[config.mk]
export PLATFORM = sky130hd
export DESIGN_NAME = rs_load_ctrl
export DESIGN_NICKNAME = d
export VERILOG_FILES = /design/src/rtl/rs_load_ctrl_pkg.sv /design/src/rtl/rs_load_ctrl_load_buf_line.sv /design/src/rtl/rs_load_ctrl.sv
export SDC_FILE = /design/constraint.sdc
export NUM_CORES = 1
export LEC_CHECK = 0
export CORE_MARGIN = 2
export CORE_UTILIZATION = 45
export CTS_BUF_LIST = sky130_fd_sc_hd__clkbuf_8 sky130_fd_sc_hd__clkbuf_16
export CTS_CLUSTER_DIAMETER = 120
export DETAILED_ROUTE_END_ITERATION = 10
export HOLD_SLACK_MARGIN = 0.05
export PLACE_DENSITY = 0.7
export SETUP_SLACK_MARGIN = 0.02
export SLEW_MARGIN = 20
export SYNTH_ARGS = -nofsm -noshare
export SYNTH_HDL_FRONTEND = slang
export SYNTH_HIERARCHICAL = 1
export SYNTH_SLANG_ARGS = --single-unit
[constraint.sdc]
create_clock -name clk -period 2.94 [get_ports clk]
set_input_delay 0.588 -clock clk [delete_from_list [all_inputs] [get_ports clk]]
set_output_delay 0.588 -clock clk [all_outputs]
set_load 0.005 [all_outputs]
[src/rtl/rs_load_ctrl_pkg.sv]
// Shared definitions for the reservation-station load controller: FSM encoding,
// CDB packet layout and default tag base.
package rs_load_ctrl_pkg;

  localparam logic [7:0] TAG_BASE_DEFAULT = 8'h10;

  // CDB word: {valid, tag[7:0], data[31:0]}
  localparam int CDB_DATA_LSB  = 0;
  localparam int CDB_DATA_W    = 32;
  localparam int CDB_TAG_LSB   = 32;
  localparam int CDB_TAG_W     = 8;
  localparam int CDB_VALID_BIT = 40;
  localparam int CDB_W         = 41;

  typedef enum logic [1:0] {
    IDLE     = 2'd0,
    MEM_REQ  = 2'd1,
    MEM_WAIT = 2'd2,
    CDB_REQ  = 2'd3
  } ld_state_e;

  typedef struct packed {
    logic [31:0] addr;
    logic [2:0]  code;
  } ld_entry_t;

  function automatic logic [CDB_W-1:0] cdb_pack(input logic [CDB_TAG_W-1:0]  tag,
                                                input logic [CDB_DATA_W-1:0] data);
    logic [CDB_W-1:0] p;
    p = '0;
    p[CDB_VALID_BIT]                = 1'b1;
    p[CDB_TAG_LSB +: CDB_TAG_W]     = tag;
    p[CDB_DATA_LSB +: CDB_DATA_W]   = data;
    return p;
  endfunction

endpackage

[src/rtl/rs_load_ctrl_load_buf_line.sv]
// One load buffer line: busy flag plus the address/width code captured on allocate.
module load_buf_line
  import rs_load_ctrl_pkg::*;
(
  input  logic      clk,
  input  logic      rst_n,
  input  logic      alloc,
  input  logic      retire,
  input  ld_entry_t entry_in,
  output logic      busy,
  output ld_entry_t entry
);

  // Allocate and retire never hit the same line in one cycle (that would need a full
  // buffer accepting an issue), but allocate wins if they ever do.
  always_ff @(posedge clk or negedge rst_n) begin
    if (!rst_n) begin
      busy  <= 1'b0;
      entry <= '0;
    end else if (alloc) begin
      busy  <= 1'b1;
      entry <= entry_in;
    end else if (retire) begin
      busy  <= 1'b0;
    end
  end

endmodule

[src/rtl/rs_load_ctrl.sv]
// In-order load buffer: circular FIFO of lines, one memory read outstanding at a time,
// results broadcast on the CDB tagged TAG_BASE+line.
module rs_load_ctrl
  import rs_load_ctrl_pkg::*;
#(
  parameter int         NUM_LINES = 4,
  parameter logic [7:0] TAG_BASE  = TAG_BASE_DEFAULT
)(
  input  logic                 clk,
  input  logic                 rst_n,
  input  logic                 issue,
  input  logic [31:0]          addr_in,
  input  logic [2:0]           mem_u_b_h_w_in,
  output logic                 issue_ready,
  output logic [7:0]           issue_tag,
  output logic                 mem_req,
  output logic [31:0]          mem_addr,
  output logic [2:0]           mem_u_b_h_w,
  input  logic                 mem_ack,
  input  logic                 mem_done,
  input  logic [31:0]          mem_data,
  output logic                 cdb_req,
  output logic [CDB_W-1:0]     cdb_out,
  input  logic                 cdb_grant,
  output logic [NUM_LINES-1:0] busy_vec
);

  localparam int PW = (NUM_LINES > 1) ? $clog2(NUM_LINES) : 1;
  localparam int CW = PW + 1;
  localparam logic [CW-1:0] FULL = CW'(NUM_LINES);

  ld_state_e                  state;
  logic [PW-1:0]              head, tail;
  logic [CW-1:0]              count, count_nxt;
  logic [31:0]                result;
  logic                       acc, ret;
  logic [NUM_LINES-1:0]       alloc_vec, retire_vec;
  ld_entry_t                  entry_in;
  ld_entry_t [NUM_LINES-1:0]  line_q;

  // Readiness looks only at registered count; a retire this cycle frees nothing yet.
  assign issue_ready = (count != FULL);
  assign acc         = issue && issue_ready;
  assign ret         = (state == CDB_REQ) && cdb_grant;
  assign count_nxt   = count + CW'(acc) - CW'(ret);
  assign issue_tag   = TAG_BASE + 8'(tail);
  assign entry_in    = '{addr: addr_in, code: mem_u_b_h_w_in};

  generate
    for (genvar i = 0; i < NUM_LINES; i++) begin : g_line
      assign alloc_vec[i]  = acc && (tail == PW'(i));
      assign retire_vec[i] = ret && (head == PW'(i));
      load_buf_line u_line (
        .clk      (clk),
        .rst_n    (rst_n),
        .alloc    (alloc_vec[i]),
        .retire   (retire_vec[i]),
        .entry_in (entry_in),
        .busy     (busy_vec[i]),
        .entry    (line_q[i])
      );
    end
  endgenerate

  assign mem_addr    = line_q[head].addr;
  assign mem_u_b_h_w = line_q[head].code;
  assign cdb_out     = cdb_req ? cdb_pack(TAG_BASE + 8'(head), result) : '0;

  always_ff @(posedge clk or negedge rst_n) begin
    if (!rst_n) begin
      state   <= IDLE;
      head    <= '0;
      tail    <= '0;
      count   <= '0;
      result  <= '0;
      mem_req <= 1'b0;
      cdb_req <= 1'b0;
    end else begin
      if (acc) tail <= tail + 1'b1;
      count <= count_nxt;
      case (state)
        IDLE: begin
          if (count != '0) begin
            state   <= MEM_REQ;
            mem_req <= 1'b1;
          end
        end
        MEM_REQ: begin
          if (mem_ack) begin
            mem_req <= 1'b0;
            if (mem_done) begin
              result  <= mem_data;
              state   <= CDB_REQ;
              cdb_req <= 1'b1;
            end else begin
              state <= MEM_WAIT;
            end
          end
        end
        MEM_WAIT: begin
          if (mem_done) begin
            result  <= mem_data;
            state   <= CDB_REQ;
            cdb_req <= 1'b1;
          end
        end
        CDB_REQ: begin
          if (cdb_grant) begin
            head    <= head + 1'b1;
            cdb_req <= 1'b0;
            if (count_nxt != '0) begin
              state   <= MEM_REQ;
              mem_req <= 1'b1;
            end else begin
              state <= IDLE;
            end
          end
        end
        default: begin
          state   <= IDLE;
          mem_req <= 1'b0;
          cdb_req <= 1'b0;
        end
      endcase
    end
  end

endmodule

[Word level (Yosys, flattened, before mapping)]
Cells that the tools add are included.
Word-level totals
  flip-flop bits (word level): 187
  input bits: 73
  word-level logic and storage cells: 98
Cells by class
  add/sub/neg operators: 6
  order comparisons: 1
  equality and inequality tests: 15
  multiplexer cells: 30
  reductions and logical operators: 27
Operators by type and width (number)
  $bmux W35 S2: 1
  $mux W32: 2
  $pmux W32 S2: 1
  $mux W41: 1
  $mux W35: 1
  $mux W1: 17
  $add A5 B2 Y6 const A: 2
  $eq A2 B2 Y1 const B: 6
  $reduce_bool A3 Y1: 4
  $logic_and A1 B1 Y1: 10
  $reduce_bool A2 Y1: 5
  $mux W2: 4
  $ne A2 B2 Y1 const B: 4
  $pmux W2 S4: 1
  $eq A2 B1 Y1 const B: 3
  $logic_not A2 Y1: 3
  $pmux W1 S3: 2
  $reduce_and A5 Y1: 1
  $add A2 B1 Y2 const B: 2
  $reduce_and A2 Y1: 2
  $reduce_and A4 Y1: 1
  $add A3 B1 Y3: 1
  $lt A2 B3 Y1 const B: 1
  $ne A3 B3 Y1 const B: 1
  3 further kinds: 3

[Logic depth before layout (Yosys ltp)]
  word-level depth: 8
  mapped depth: 13
  gate-level depth less buffers: 13

[Modules after synthesis]
The synthesis kept the hierarchy.
Modules (own cells, without submodules)
  load_buf_line: instances 4, cells an instance 77, area an instance 1486.4 µm²
  rs_load_ctrl: instances 1, cells an instance 241, area an instance 3141.8 µm²

[Worst setup path after synthesis]
OpenSTA, ideal clock, no wires.
  path kind: register to register
  from: register count[1]
  to: register mem_req
  arrival time: 2583 ps
  required time: 2812 ps
  slack: 230 ps
  stages on the path, launching flop included: 14
  buffers on the path: 0
  path through: dfrtp_1 -> nor2_1 -> nand2_1 -> and2_1 -> inv_1 -> ha_1 -> inv_1 -> ha_1 -> inv_1 -> fa_1 -> xor2_1 -> xnor2_1 -> a311oi_1 -> mux2_1
On the way
  word-level cells in the longest chain between the ends: 7
  elaborated cells between the ends (all ways): 9
Ends and longest elaborated chain
  start, declared: line rs_load_ctrl.sv:34  | logic [CW-1:0] count, count_nxt;
  start signal, assigned: line rs_load_ctrl.sv:80  | count <= count_nxt;
  $ne A3 B3 Y1: line rs_load_ctrl.sv:42  | assign issue_ready = (count != FULL);
  net issue_ready: line rs_load_ctrl.sv:14  | output logic issue_ready,
  $logic_and A1 B1 Y1: line rs_load_ctrl.sv:43  | assign acc = issue && issue_ready;
  $add A3 B1 Y3: line rs_load_ctrl.sv:45  | assign count_nxt = count + CW'(acc) - CW'(ret);
  $sub A3 B1 Y3: line rs_load_ctrl.sv:45
  $reduce_bool A3 Y1: line rs_load_ctrl.sv:111  | if (count_nxt != '0) begin
  $ne A2 B1 Y1 (no line)
  $reduce_and A5 Y1 (no line)
  end signal, assigned: line rs_load_ctrl.sv:76  | mem_req <= 1'b0;
  end signal, assigned: line rs_load_ctrl.sv:113  | mem_req <= 1'b1;
  end signal, assigned: line rs_load_ctrl.sv:121  | mem_req <= 1'b0;
  end, declared: line rs_load_ctrl.sv:16  | output logic mem_req,
The timed path passes the listed nets, and every way through them passes these cells.
A chain may end at the register's enable or synchronous reset.

[Worst setup path in the final report]
  from: input issue
  to: register mem_req
On the way
  word-level cells in the longest chain between the ends: 6
Ends and longest elaborated chain
  start, declared: line rs_load_ctrl.sv:11  | input logic issue,
  $logic_and A1 B1 Y1: line rs_load_ctrl.sv:43
  $add A3 B1 Y3: line rs_load_ctrl.sv:45
  $sub A3 B1 Y3: line rs_load_ctrl.sv:45
  $reduce_bool A3 Y1: line rs_load_ctrl.sv:111
  $ne A2 B1 Y1 (no line)
  $reduce_and A5 Y1 (no line)
No other way between the ends.

==> results.toml <==
[status]
outcome = "finished clean"

[cts]
htree_num_levels = 4
clk_pin_slew_ps = 70
postCtsHoldBufs = 0
cts_tree = "yes"
clock_path_buffers = 2
numCtsBuffers = 17
clock_latency_ps = 430
cts-root-buf = "clkbuf_16"
clock_sinks = 187

[synthesis]
synth_area_um2 = 9090
synth_edf_count = 0
async_reset_ff_share_pct = 100
ys_ff_latch = 187
ys_warn_count = 6
yosysMostFrequentCell = "dfrtp_1"
synth.area.top_cells = "dfrtp_1 (51%), mux2_4 (19%), mux4_2 (8.7%)"
synthTopCellsByCount = "dfrtp_1 (187), mux2_4 (116), and2_1 (35), mux2_1 (35), mux4_2 (35)"
netlist_instances = 549
synth_ff_type = "dfrtp_1"
synth.avg_cell_area_um2 = 16.6
yosys.area.top_type_share_pct = 51.5
synth_cell_types = 31
yosysSeqAreaShare_pct = 51.5
synth_top_cell_by_area = "dfrtp_1"

[global_routing]
grt_pass1_wl_mm = 32.1
globalRoute.totalOverflow = 0
grt_pass1_vias = 5819
grt_max_degree = 94
antenna_found_initial = 0
grt_util_all_layers_pct = 19.0

[power_and_ir_drop]
switching_share_pct = 29.5
pwr_density_cell_nw_per_um2 = 1210
switchingPower_mw = 4.08
vdd_drop_max_mv = 0.609
p_clk_share_pct = 18.1
pwr-share-seq_pct = 34.3
power_frac_comb_pct = 47.6
power_leakage_nw = 5.00
p_total_mw = 13.9
internal_power_mw = 9.78

[floorplan]
die_h_um = 146
die_area_um2 = 21300
io_pins = 164
dieWidth_um = 146
start_util_pct = 46.2
core-area_um2 = 19700
rows = 51

[timing]
worst_slack_ps = 141
slew_violations = 0
finalSetupTns_ps = 0
fin_skew_ps = 9.11
fin_crit_ps = 2800
max_freq_mhz = 357
finalSetupViolations = 0
relSlewSlack_pct = 42.8
hold_violations = 0
tightest_slew_ps = 858
rsz0062_at_grt = "no"
fin_crit_sh_pct = 95.2

[routing]
vias = 5069
wl_mm = 19.5
drc = 0
via_per_inst = 5.13
antenna_left = 0
drt_pre_antenna_iters = 4
drtIter0Drc = 232
wl_per_cell_um = 19.8

[setup_path]
worstPathArrival_ps = 3100
path_common_cell = "inv_1"
path_max_fanout = 3
worstSetupStartpoint = "issue"
path_class = "in2reg"
cp_slowest_cell = "clkdlybuf4s50_1"
r2r_slack_ps = 170
crit_end = "mem_req"
timing.rr.end = "mem_req"
worstSetupEndpointType = "register"
max_stage_delay_ps = 480
r2r_cells = 12
cp_cell_sequence = "clkdlybuf4s50_1 > and2_1 > inv_1 > ha_1 > inv_1 > ha_1 > inv_1 > fa_1 > xor2_2 > xnor2_2 > a311oi_2 > mux2_1"
reg2reg_from = "state[0]"
cp.required_ps = 3250
cp-start-kind = "input port"

[layout]
layout.nets = 800
num_antenna_cells = 0
nFillCells = 1562
final_core_util_pct = 58.5
drive_gt1_share_pct = 34.0
syn_to_final_growth_pct = 26.5

[placement]
dp_hpwl_mm = 12.9
portBuffers = 152
post-place-ws_ps = -354
gp_congestion = 0.772

[min_path]
min_path_type = "in2async"

[job]
drv_cap = 0
-- cell type report --
cell class	instances	area, µm²	area share, %
clock buffer	17	425	3.70
clock inverter	15	209	1.82
inverter	20	75.1	0.653
multi-input combinational	308	3940	34.3
sequential	187	4680	40.7
tap	265	332	2.88
timing repair buffer	176	1830	15.9
-- metrics by stage --
stage | cells | area (µm²) | hold slack [ps]
2_1_floorplan | 558 | 9120 | 292
3_3_place_gp | 956 | 10800 | 465
3_5_place_dp | 956 | 10800 | 474
4_1_cts | 988 | 11500 | 64.7
5_1_grt | 988 | 11500 | 68.5
6_report | 988 | 11500 | 62.8
-- worst max-delay path: cells and delay by family --
family	cells	cell delay (ps)
buffers and inverters	4	630
AND/OR/NAND/NOR	1	150
adder cells (fa/ha/maj)	3	820
AO/OA/AOI/OAI	1	230
multiplexers	1	340
XOR/XNOR	2	340
-- power groups by stage --
stage	Clock (mW)	Sequential [mW]	Combinational (mW)
2_1_floorplan	0	4.42	4.27
3_3_place_gp	0	4.65	6.47
3_5_place_dp	0	4.77	6.59
4_1_cts	2.57	4.76	6.65
5_1_grt	2.69	4.93	7.05
6_report	2.51	4.76	6.60
-- state kept, by name, indices dropped and copies added (netlist names), 2 cells and up --
register / count
g_line.u_line/entry: 140
head: 2
count: 3
g_line.u_line/busy: 4
tail: 2
result: 32
state: 2
-- cells in the final DEF, fill, tap and decap left out, types with 2 or more instances in the layout --
cell             synthesis  final
a21o_1                   4      4
a21oi_1                  5      5
and2_1                  35     35
and3_1                   8      4
and3_2                   0      4
buf_12                  12     10
buf_4                   15     14
bufinv_16                0      4
clkbuf_16                0     17
clkdlybuf4s50_1          0    151
conb_1                   2     11
dfrtp_1                187    184
dfrtp_2                  0      3
ha_1                    16     16
inv_1                   19     20
inv_6                    0      6
mux2_1                  35     35
mux2_2                  25     25
mux2_4                 116    116
mux4_2                  35     35
nand2_1                  4      4
nor2_1                   2      2
xnor2_1                  3      2
-- layer usage --
metal | routed length [µm] | GRT usage [%] | part of all wire (%)
met1 | 8730 | 25.6 | 45
met2 | 9520 | 31.0 | 49
met3 | 1110 | 5.38 | 5.7
met4 | 178 | 3.88 | 0.91
met5 | 0 | 0 | 0
-- logic make-up after synthesis --
family | synth area share (%)
multiplexers | 35.3
flip-flops | 51.5
buffers and inverters | 5.78
AND/OR/NAND/NOR | 3.41
adder cells (fa/ha/maj) | 2.42
AO/OA/AOI/OAI | 1.14
XOR/XNOR | 0.386
other | 0.0826
-- worst min-delay path by stage --
stage / start / end / slack (ps) / cells past startpoint
floorplan: rst_n / cdb_req / 290 / 0
finish: rst_n / g_line[0].u_line/entry[8] / 60 / 1
global route: rst_n / g_line[0].u_line/entry[8] / 70 / 1
global placement: result[13] / result[13] / 470 / 1
detailed placement: g_line[3].u_line/busy / g_line[3].u_line/busy / 470 / 1
CTS: rst_n / g_line[0].u_line/entry[8] / 60 / 1
-- what timing repair did --
action	in CTS	in global routing
resized for setup	0	4
endpoints found under the setup margin	0	1
buffers inserted	0	0
(Power assumes the default switching activity.)
